$ cat config.mk
export PLATFORM = sky130hd
export DESIGN_NAME = portal_msg_source
export DESIGN_NICKNAME = d
export VERILOG_FILES = /design/src/rtl/msg_source_pkg.sv /design/src/rtl/msg_fifo.sv /design/src/rtl/portal_msg_source.sv
export SDC_FILE = /design/constraint.sdc
export NUM_CORES = 1
export LEC_CHECK = 0
export ABC_CLOCK_PERIOD_IN_PS = 5200
export CORE_UTILIZATION = 25
export DETAILED_ROUTE_END_ITERATION = 10
export GPL_ROUTABILITY_DRIVEN = 0
export HOLD_SLACK_MARGIN = 0.05
export PLACE_DENSITY = 0.45
export SLEW_MARGIN = 0
export SYNTH_ARGS = -nofsm -noshare
export SYNTH_HDL_FRONTEND = slang
export SYNTH_SLANG_ARGS = --single-unit
$ cat constraint.sdc
create_clock -name CLK -period 5.2 [get_ports CLK]
set_clock_uncertainty 0.2 [all_clocks]
set_input_delay 0.52 -clock CLK [delete_from_list [all_inputs] [get_ports CLK]]
set_output_delay 0.52 -clock CLK [all_outputs]
set_load 0.03 [all_outputs]
$ cat src/rtl/msg_source_pkg.sv
// Shared types and constants for the portal message source.
package msg_source_pkg;

    localparam int unsigned BEAT_W          = 32;
    localparam int unsigned HDR_METHOD_MSB  = 31;
    localparam int unsigned HDR_METHOD_LSB  = 16;
    localparam int unsigned HDR_WORDS_MSB   = 15;
    localparam int unsigned HDR_WORDS_LSB   = 0;

    typedef enum logic [1:0] {
        IDLE = 2'd0,
        HDR  = 2'd1,
        PAY  = 2'd2
    } state_t;

endpackage

$ cat src/rtl/msg_fifo.sv
// Synchronous payload FIFO: register-array storage, occupancy counter,
// full/empty flags. A pushed word becomes visible at head one cycle later.
module msg_fifo #(
    parameter int unsigned DEPTH = 16,
    parameter int unsigned WIDTH = 32
) (
    input  logic             CLK,
    input  logic             RST_N,
    input  logic             push,
    input  logic [WIDTH-1:0] pushData,
    input  logic             pop,
    output logic [WIDTH-1:0] head,
    output logic             full,
    output logic             empty
);

    localparam int unsigned AW = $clog2(DEPTH);

    logic [WIDTH-1:0] mem [DEPTH];
    logic [AW-1:0]    wrPtr;
    logic [AW-1:0]    rdPtr;
    logic [AW:0]      count;
    logic             doPush;
    logic             doPop;

    assign full   = (count == (AW+1)'(DEPTH));
    assign empty  = (count == '0);
    assign doPush = push && !full;
    assign doPop  = pop && !empty;
    assign head   = mem[rdPtr];

    // Storage write; contents need no reset because the flags gate all use.
    always_ff @(posedge CLK) begin
        if (doPush) mem[wrPtr] <= pushData;
    end

    // Pointer and occupancy bookkeeping.
    always_ff @(posedge CLK or negedge RST_N) begin
        if (!RST_N) begin
            wrPtr <= '0;
            rdPtr <= '0;
            count <= '0;
        end else begin
            if (doPush) wrPtr <= wrPtr + AW'(1);
            if (doPop)  rdPtr <= rdPtr + AW'(1);
            case ({doPush, doPop})
                2'b10:   count <= count + (AW+1)'(1);
                2'b01:   count <= count - (AW+1)'(1);
                default: count <= count;
            endcase
        end
    end

endmodule

$ cat src/rtl/portal_msg_source.sv
// Portal message source: accepts a header and buffered payload words and
// emits a header beat followed by the payload beats toward the host.
// Optional statistics counters are enabled by defining MSG_SOURCE_STATS_EN.
module portal_msg_source
    import msg_source_pkg::*;
#(
    parameter int unsigned FIFO_DEPTH = 16
) (
    input  logic              CLK,
    input  logic              RST_N,
    input  logic              hdr_valid,
    output logic              hdr_ready,
    input  logic [15:0]       hdr_method,
    input  logic [15:0]       hdr_words,
    input  logic              pay_valid,
    output logic              pay_ready,
    input  logic [31:0]       pay_data,
    output logic              msgSource_src_rdy,
    input  logic              msgSource_dst_rdy_b,
    output logic [BEAT_W-1:0] msgSource_beat,
`ifdef MSG_SOURCE_STATS_EN
    output logic [31:0]       msg_count,
    output logic [31:0]       beat_count,
`endif
    output logic              busy
);

    state_t             state;
    state_t             nextState;
    logic [BEAT_W-1:0]  hdrReg;
    logic [15:0]        remaining;
    logic [BEAT_W-1:0]  fifoHead;
    logic               fifoFull;
    logic               fifoEmpty;
    logic               fifoPop;
    logic               xfer;

    msg_fifo #(
        .DEPTH (FIFO_DEPTH),
        .WIDTH (BEAT_W)
    ) payFifo (
        .CLK      (CLK),
        .RST_N    (RST_N),
        .push     (pay_valid),
        .pushData (pay_data),
        .pop      (fifoPop),
        .head     (fifoHead),
        .full     (fifoFull),
        .empty    (fifoEmpty)
    );

    assign pay_ready = !fifoFull;
    assign busy      = (state != IDLE);
    assign xfer      = msgSource_src_rdy && msgSource_dst_rdy_b;

    // Next-state decode and handshake/beat outputs.
    always_comb begin
        nextState         = state;
        hdr_ready         = 1'b0;
        msgSource_src_rdy = 1'b0;
        msgSource_beat    = '0;
        fifoPop           = 1'b0;
        case (state)
            IDLE: begin
                hdr_ready = hdr_valid;
                if (hdr_valid) nextState = HDR;
            end
            HDR: begin
                msgSource_src_rdy = 1'b1;
                msgSource_beat    = hdrReg;
                if (msgSource_dst_rdy_b)
                    nextState = (hdrReg[HDR_WORDS_MSB:HDR_WORDS_LSB] == '0) ? IDLE : PAY;
            end
            PAY: begin
                msgSource_src_rdy = !fifoEmpty;
                msgSource_beat    = fifoHead;
                if (!fifoEmpty && msgSource_dst_rdy_b) begin
                    fifoPop = 1'b1;
                    if (remaining == 16'd1) nextState = IDLE;
                end
            end
            default: nextState = IDLE;
        endcase
    end

    // State register, latched header and payload countdown.
    always_ff @(posedge CLK or negedge RST_N) begin
        if (!RST_N) begin
            state     <= IDLE;
            hdrReg    <= '0;
            remaining <= '0;
        end else begin
            state <= nextState;
            if (state == IDLE && hdr_valid) begin
                hdrReg[HDR_METHOD_MSB:HDR_METHOD_LSB] <= hdr_method;
                hdrReg[HDR_WORDS_MSB:HDR_WORDS_LSB]   <= hdr_words;
            end
            if (state == HDR && msgSource_dst_rdy_b)
                remaining <= hdrReg[HDR_WORDS_MSB:HDR_WORDS_LSB];
            else if (state == PAY && xfer)
                remaining <= remaining - 16'd1;
        end
    end

`ifdef MSG_SOURCE_STATS_EN
    // Message and beat counters, wrapping modulo 2^32.
    always_ff @(posedge CLK or negedge RST_N) begin
        if (!RST_N) begin
            msg_count  <= '0;
            beat_count <= '0;
        end else if (xfer) begin
            beat_count <= beat_count + 32'd1;
            if (state == HDR) msg_count <= msg_count + 32'd1;
        end
    end
`endif

endmodule

# ---- Yosys cells after proc, flatten, opt, wreduce, memory -nomap -nowiden
# Memory sizes are Yosys's and may differ from the RTL's.
# Cells that the tools add are included.
dict set report word_totals {
  romBits 0
  latchBits 0
  ram_bits 512
  reg_bits 63
  mem_count 1
}
# name depth word_bits rd rd_ports_with_merged_regs write_ports line
set mem_list {}
lappend mem_list {payFifo.mem 16 32 1 0 1 msg_fifo.sv:19} ;# logic [WIDTH-1:0] mem [DEPTH];
dict set report classes {
  n_reduce_logical 16
  n_addsub 5
  n_lt_le_gt_ge 0
  n_mux 16
  n_eq_ne 10
  n_shift 0
  bitwise_logic 0
  multipliers 0
  div 0
}
# cell count
set op_table {}
lappend op_table {{$pmux W32 S2} 1}
lappend op_table {{$mux W16} 2}
lappend op_table {{$eq A16 B1 Y1 const B} 1}
lappend op_table {{$logic_not A16 Y1} 1}
lappend op_table {{$sub A16 B1 Y16 const B} 1}
lappend op_table {{$mux W2} 5}
lappend op_table {{$pmux W5 S2} 1}
lappend op_table {{$add A4 B1 Y4 const B} 2}
lappend op_table {{$ne A2 B2 Y1 const B} 4}
lappend op_table {{$logic_and A1 B1 Y1} 7}
lappend op_table {{$pmux W2 S3} 1}
lappend op_table {{$reduce_bool A2 Y1} 3}
lappend op_table {{$add A5 B1 Y5 const B} 1}
lappend op_table {{$eq A5 B5 Y1 const B} 1}
lappend op_table {{$logic_not A5 Y1} 1}
lappend op_table {{$mux W1} 5}
lappend op_table {{$sub A5 B1 Y5 const B} 1}
lappend op_table {{$eq A2 B1 Y1 const B} 2}
lappend op_table {{$eq A2 B2 Y1 const B} 2}
lappend op_table {{$reduce_and A4 Y1} 1}
lappend op_table {{$logic_not A1 Y1} 2}
lappend op_table {{$logic_not A2 Y1} 1}
lappend op_table {{$pmux W1 S2} 1}

# ---- Depth between registers and ports, before layout
dict set report depth {
  word_depth 8
  depth_mapped 13
}

# ---- Modules after synthesis
# Synthesis repeated with hierarchy kept, for this count alone.
dict set report unflattened {
  cells_unflattened 1295
  hier_area_um2 23327.4
}
# module area_each_um2 n_inst cells_per_inst
set by_module_without_submodules {}
lappend by_module_without_submodules {msg_fifo 20392.1 1 1012}
lappend by_module_without_submodules {portal_msg_source 2935.3 1 283}

# ---- Worst setup path after synthesis
# OpenSTA, ideal clock, no wires.
dict set report synth_timing {
  kind {register -> register}
  start {register payFifo.count[0]}
  end {memory payFifo.mem[3][0], enable pin}
  path_buffers 1
  period_less_slack_ns 4.093
  setup_time_ns 0.461
  required_time_ns 4.539
  arrival_ns 3.432
  path_slack_ns 1.107
  stages_incl_launch_ff 7
  path_cell_list {dfrtp_1 -> nor4_4 -> nand2_1 -> and2_1 -> buf_2 -> nand2_1 -> nor3_1}
}
dict set report synth_via {
  elab_chain_len 5
}
# element line
set synth_rtl {}
lappend synth_rtl {{start: declaration} msg_fifo.sv:22} ;# logic [AW:0] count;
lappend synth_rtl {{start signal: assignment} msg_fifo.sv:47} ;# 2'b10: count <= count + (AW+1)'(1);
lappend synth_rtl {{start signal: assignment} msg_fifo.sv:48} ;# 2'b01: count <= count - (AW+1)'(1);
lappend synth_rtl {{start signal: assignment} msg_fifo.sv:49} ;# default: count <= count;
lappend synth_rtl {{$eq A5 B5 Y1} msg_fifo.sv:26} ;# assign full = (count == (AW+1)'(DEPTH));
lappend synth_rtl {{$logic_not A1 Y1} -}
lappend synth_rtl {{via pay_ready} portal_msg_source.sv:16} ;# output logic pay_ready,
lappend synth_rtl {{$logic_and A1 B1 Y1} msg_fifo.sv:28} ;# assign doPush = push && !full;
lappend synth_rtl {{$mux W1} msg_fifo.sv:34} ;# if (doPush) mem[wrPtr] <= pushData;
lappend synth_rtl {{$mux W1 (not written as such)} msg_fifo.sv:34}
lappend synth_rtl {{end: declaration} msg_fifo.sv:19}
# The timed path passes the listed nets, and every way through them passes these cells.

# ---- Worst setup path after layout
dict set report layout_timing {
  start {register payFifo.rdPtr[1]}
  end {output port msgSource_beat[8]}
}
dict set report layout_via {
  elab_chain_len 2
}
# element line
set layout_rtl {}
lappend layout_rtl {{start: declaration} msg_fifo.sv:21} ;# logic [AW-1:0] rdPtr;
lappend layout_rtl {{start signal: assignment} msg_fifo.sv:45} ;# if (doPop) rdPtr <= rdPtr + AW'(1);
lappend layout_rtl {{$mem_v2 Z16 W32} -}
lappend layout_rtl {{$pmux W32 S2} portal_msg_source.sv:63} ;# case (state)
lappend layout_rtl {{end: declaration} portal_msg_source.sv:20} ;# output logic [BEAT_W-1:0] msgSource_beat,
# No other way between the ends.

==> impl_metrics.tcl <==
set metrics [dict create \
    hold_class "input pin to asynchronous set/reset pin" \
    cts_htree_levels 3 \
    ir_worst_vdd_uv 205.0 \
    via_count 11920 \
    placementRows 110 \
    boundaryPins 105 \
    avg_vias_per_cell 4.557 \
    syn_inst 1239 \
    slew_violations 0 \
    synth_seq_cells 575 \
    longest_clk_path_bufs 3 \
    hold-worst-slack_ps 191.0 \
    areaGrowthSynthToFinish_pct 21.54 \
    run_status "finished clean" \
    drcViolationCount 0 \
    leakagePower_nw 8.968 \
    finalCriticalPeriod_ps 4732 \
    post-route-util_pct 30.84 \
    highest-signal-layer "met5" \
    synth_enable_flop_cells 512 \
    grt_pass1_wl_um 90510 \
    worst-slew-pin-transition_ps 934.7 \
    final_critical_path_setup_slack_ps 468.0 \
    worst-endpoint-arrival_ps 4010 \
    n_antenna_cell 0 \
    port_buffers 104 \
    post_route_cells_drive_above_1_share_pct 22.50 \
    grtUsageTotal_pct 13.50 \
    die-area_sq_um 93140 \
    grt_start_max_net_pins 51 \
    wirelength_um 62620 \
    layout.cells.non_filler 2616 \
    sequential_cell_area_fraction_in_the_yosys_report_pct 73.76 \
    timing.slew.headroom_pct 37.54 \
    max-cap-violations 0 \
    fp.coreArea_sq_um 90560 \
    drtPass1Iterations 4 \
    multi_input_comb_area_sq_um 5751 \
    ys_dominant_reg_cell "edfxtp_1" \
    endpoint_kind "output port" \
    wl_met2_um 29700 \
    gr-total-overflow 0 \
    asyncSetResetFlopFracSynth_pct 10.96 \
    cts_inserted_buffers 67 \
    met3_wirelength_um 2814 \
    antenna_found_initial 4 \
    power_per_cell_area_nw_per_um2 547.3 \
    layout.filler_cells 8814 \
    place.detailed.instances 2493 \
    timing.fmax_ghz 0.2113 \
    seqCellArea_sq_um 16960 \
    finish.net_count 1471 \
    timing_hold_violations_final 0 \
    syn_avg_cell_area_sq_um 18.55 \
    worstSkewPairLatency_ps 600 \
    grt_pass1_vias 12620 \
    ctsRootBufferMaster "clkbuf_16" \
    detail_route.wl_per_cell_um 23.94 \
    antenna_left 0 \
    tritoncts "built" \
    vertical_die_dimension_um 305.2 \
    rsz0062_at_grt "no" \
    ys_types 56 \
    fin_crit_sh_pct 91.00 \
    ff2ff_setup_slack_ps 1810 \
    yosysWarnings 0 \
    synthesis.area_sq_um 22980 \
    wl_met1_um 28950 \
    cts.clk_slew.worst_paths_ps 60 \
    layout_common_cells "edfxtp_1 (512), mux2i_1 (104), clkdlybuf4s50_1 (103), mux2_2 (81), clkbuf_16 (71)" \
    cp_max_fanout 28 \
    layout_commonest_cell "edfxtp_1" \
    setup-tns-final_ps 0 \
    floorplan.initialDensity_pct 25.38 \
    post_cts.resized_instances 0 \
    clock_sink_count 575 \
    worstSetupPathType "flop to output port" \
    die_outline_width_um 305.2 \
    timing.critical_path.required_ps 4480 \
    critical_path.startpoint_type "flop" \
    hpwlAfterDp_um 37790 \
    report.final.setup_viol 0 \
    detailedRoute.firstIterationViolations 767 \
    dp_worst_setup_slack_ps 1089 \
    synthesis.nets 1323 \
]
==> metrics by stage <==
step	instance area (sq um)	total power [mW]
2_1_floorplan	22980	8.930
3_3_place_gp	25670	10.62
3_5_place_dp	25670	10.66
4_1_cts	27930	15.54
5_1_grt	27930	16.01
6_report	27930	15.29
==> layout make-up <==
type / count / area share (%)
clock buffers: 86 / 6.634
multi-input cells: 580 / 20.59
flip-flops and latches: 575 / 60.72
clock inverters: 36 / 1.433
repair buffers: 150 / 5.187
inverters: 13 / 0.1747
well taps: 1176 / 5.268
==> flip-flops by register name, summed over array words and instances, names as in the netlist <==
signal and count:
payFifo.count 5, payFifo.mem 512, payFifo.wrPtr 4, remaining 16
payFifo.rdPtr 4, hdrReg 32, state 2
==> synthesized netlist by cell type (6+ instances only) <==
| library cell | count | area share, % |
|---|---|---|
| edfxtp_1 | 512 | 67 |
| mux2i_1 | 104 | 4.5 |
| mux2_2 | 81 | 4.0 |
| mux4_2 | 64 | 6.3 |
| dfrtp_1 | 63 | 6.9 |
| a22oi_1 | 32 | 1.0 |
| clkbuf_1 | 31 | 0.51 |
| nor2_1 | 31 | 0.51 |
| o21ai_0 | 29 | 0.63 |
| o22ai_1 | 26 | 0.71 |
| a221oi_1 | 24 | 0.91 |
| nand2_1 | 23 | 0.38 |
| a21oi_1 | 22 | 0.48 |
| buf_2 | 15 | 0.33 |
| buf_4 | 14 | 0.46 |
| ha_1 | 14 | 0.76 |
| xnor2_1 | 14 | 0.53 |
| inv_1 | 13 | 0.21 |
| nor2b_1 | 11 | 0.30 |
| o21ai_1 | 11 | 0.24 |
| a32oi_1 | 10 | 0.38 |
| a211oi_1 | 8 | 0.26 |
| nand3_1 | 8 | 0.17 |
| nor3_1 | 8 | 0.17 |
| xor2_1 | 8 | 0.30 |
| nand2b_1 | 7 | 0.19 |
| nor4_1 | 7 | 0.19 |
| buf_1 | 6 | 0.098 |
==> metal layers <==
metal | GRT usage (%) | vias up
met5 | 0 | -
met4 | 3.705 | 4
met3 | 2.697 | 85
met2 | 22.02 | 239
met1 | 18.23 | 6281
li1 | - | 5313
==> report_power, final <==
part / leakage [nW] / switching, mW / internal, mW
Combinational: 2.51 / 2.34 / 1.82
Clock: 1.10 / 1.86 / 2.96
Sequential: 5.36 / 0.607 / 5.69
==> cells by family after synthesis <==
family	count (synthesis)	synth area share, %
xor+xnor	22	0.8384
simple gates	115	2.608
buf+inv	84	1.818
mux	249	14.77
fa+ha+maj	15	0.8493
flops	575	73.76
compound gates	179	5.357
==> what timing repair did <==
action	in CTS	in global routing
buffers inserted	0	0
hold buffers	1	0
endpoints found under the hold margin	18	0
==> final timing paths <==
path                                              startpoint                           end  cells after the start
worst max register to register  payFifo.count[1]$_DFFE_PN0P_  payFifo.count[4]$_DFFE_PN0P_                     12
min in group CLK                      hdrReg[16]$_DFFE_PN0P_        hdrReg[16]$_DFFE_PN0P_                      1
worst max-delay path            payFifo.rdPtr[1]$_DFFE_PN0P_             msgSource_beat[8]                      7
worst min register to register        hdrReg[16]$_DFFE_PN0P_        hdrReg[16]$_DFFE_PN0P_                      1
worst min-delay path                                   RST_N        hdrReg[17]$_DFFE_PN0P_                      2
max in group asynchronous                              RST_N  payFifo.rdPtr[0]$_DFFE_PN0P_                      3
==> worst max-delay path, cell delays in order, from the launching register on <==
cell and delay [ps]:
dfrtp_4 680, nand2b_2 700, buf_4 400, a211oi_1 230, a21oi_1 70, a32oi_1 360
o21ai_0 280, clkdlybuf4s50_1 680
No activity file was read; power rests on OpenSTA's default activity.
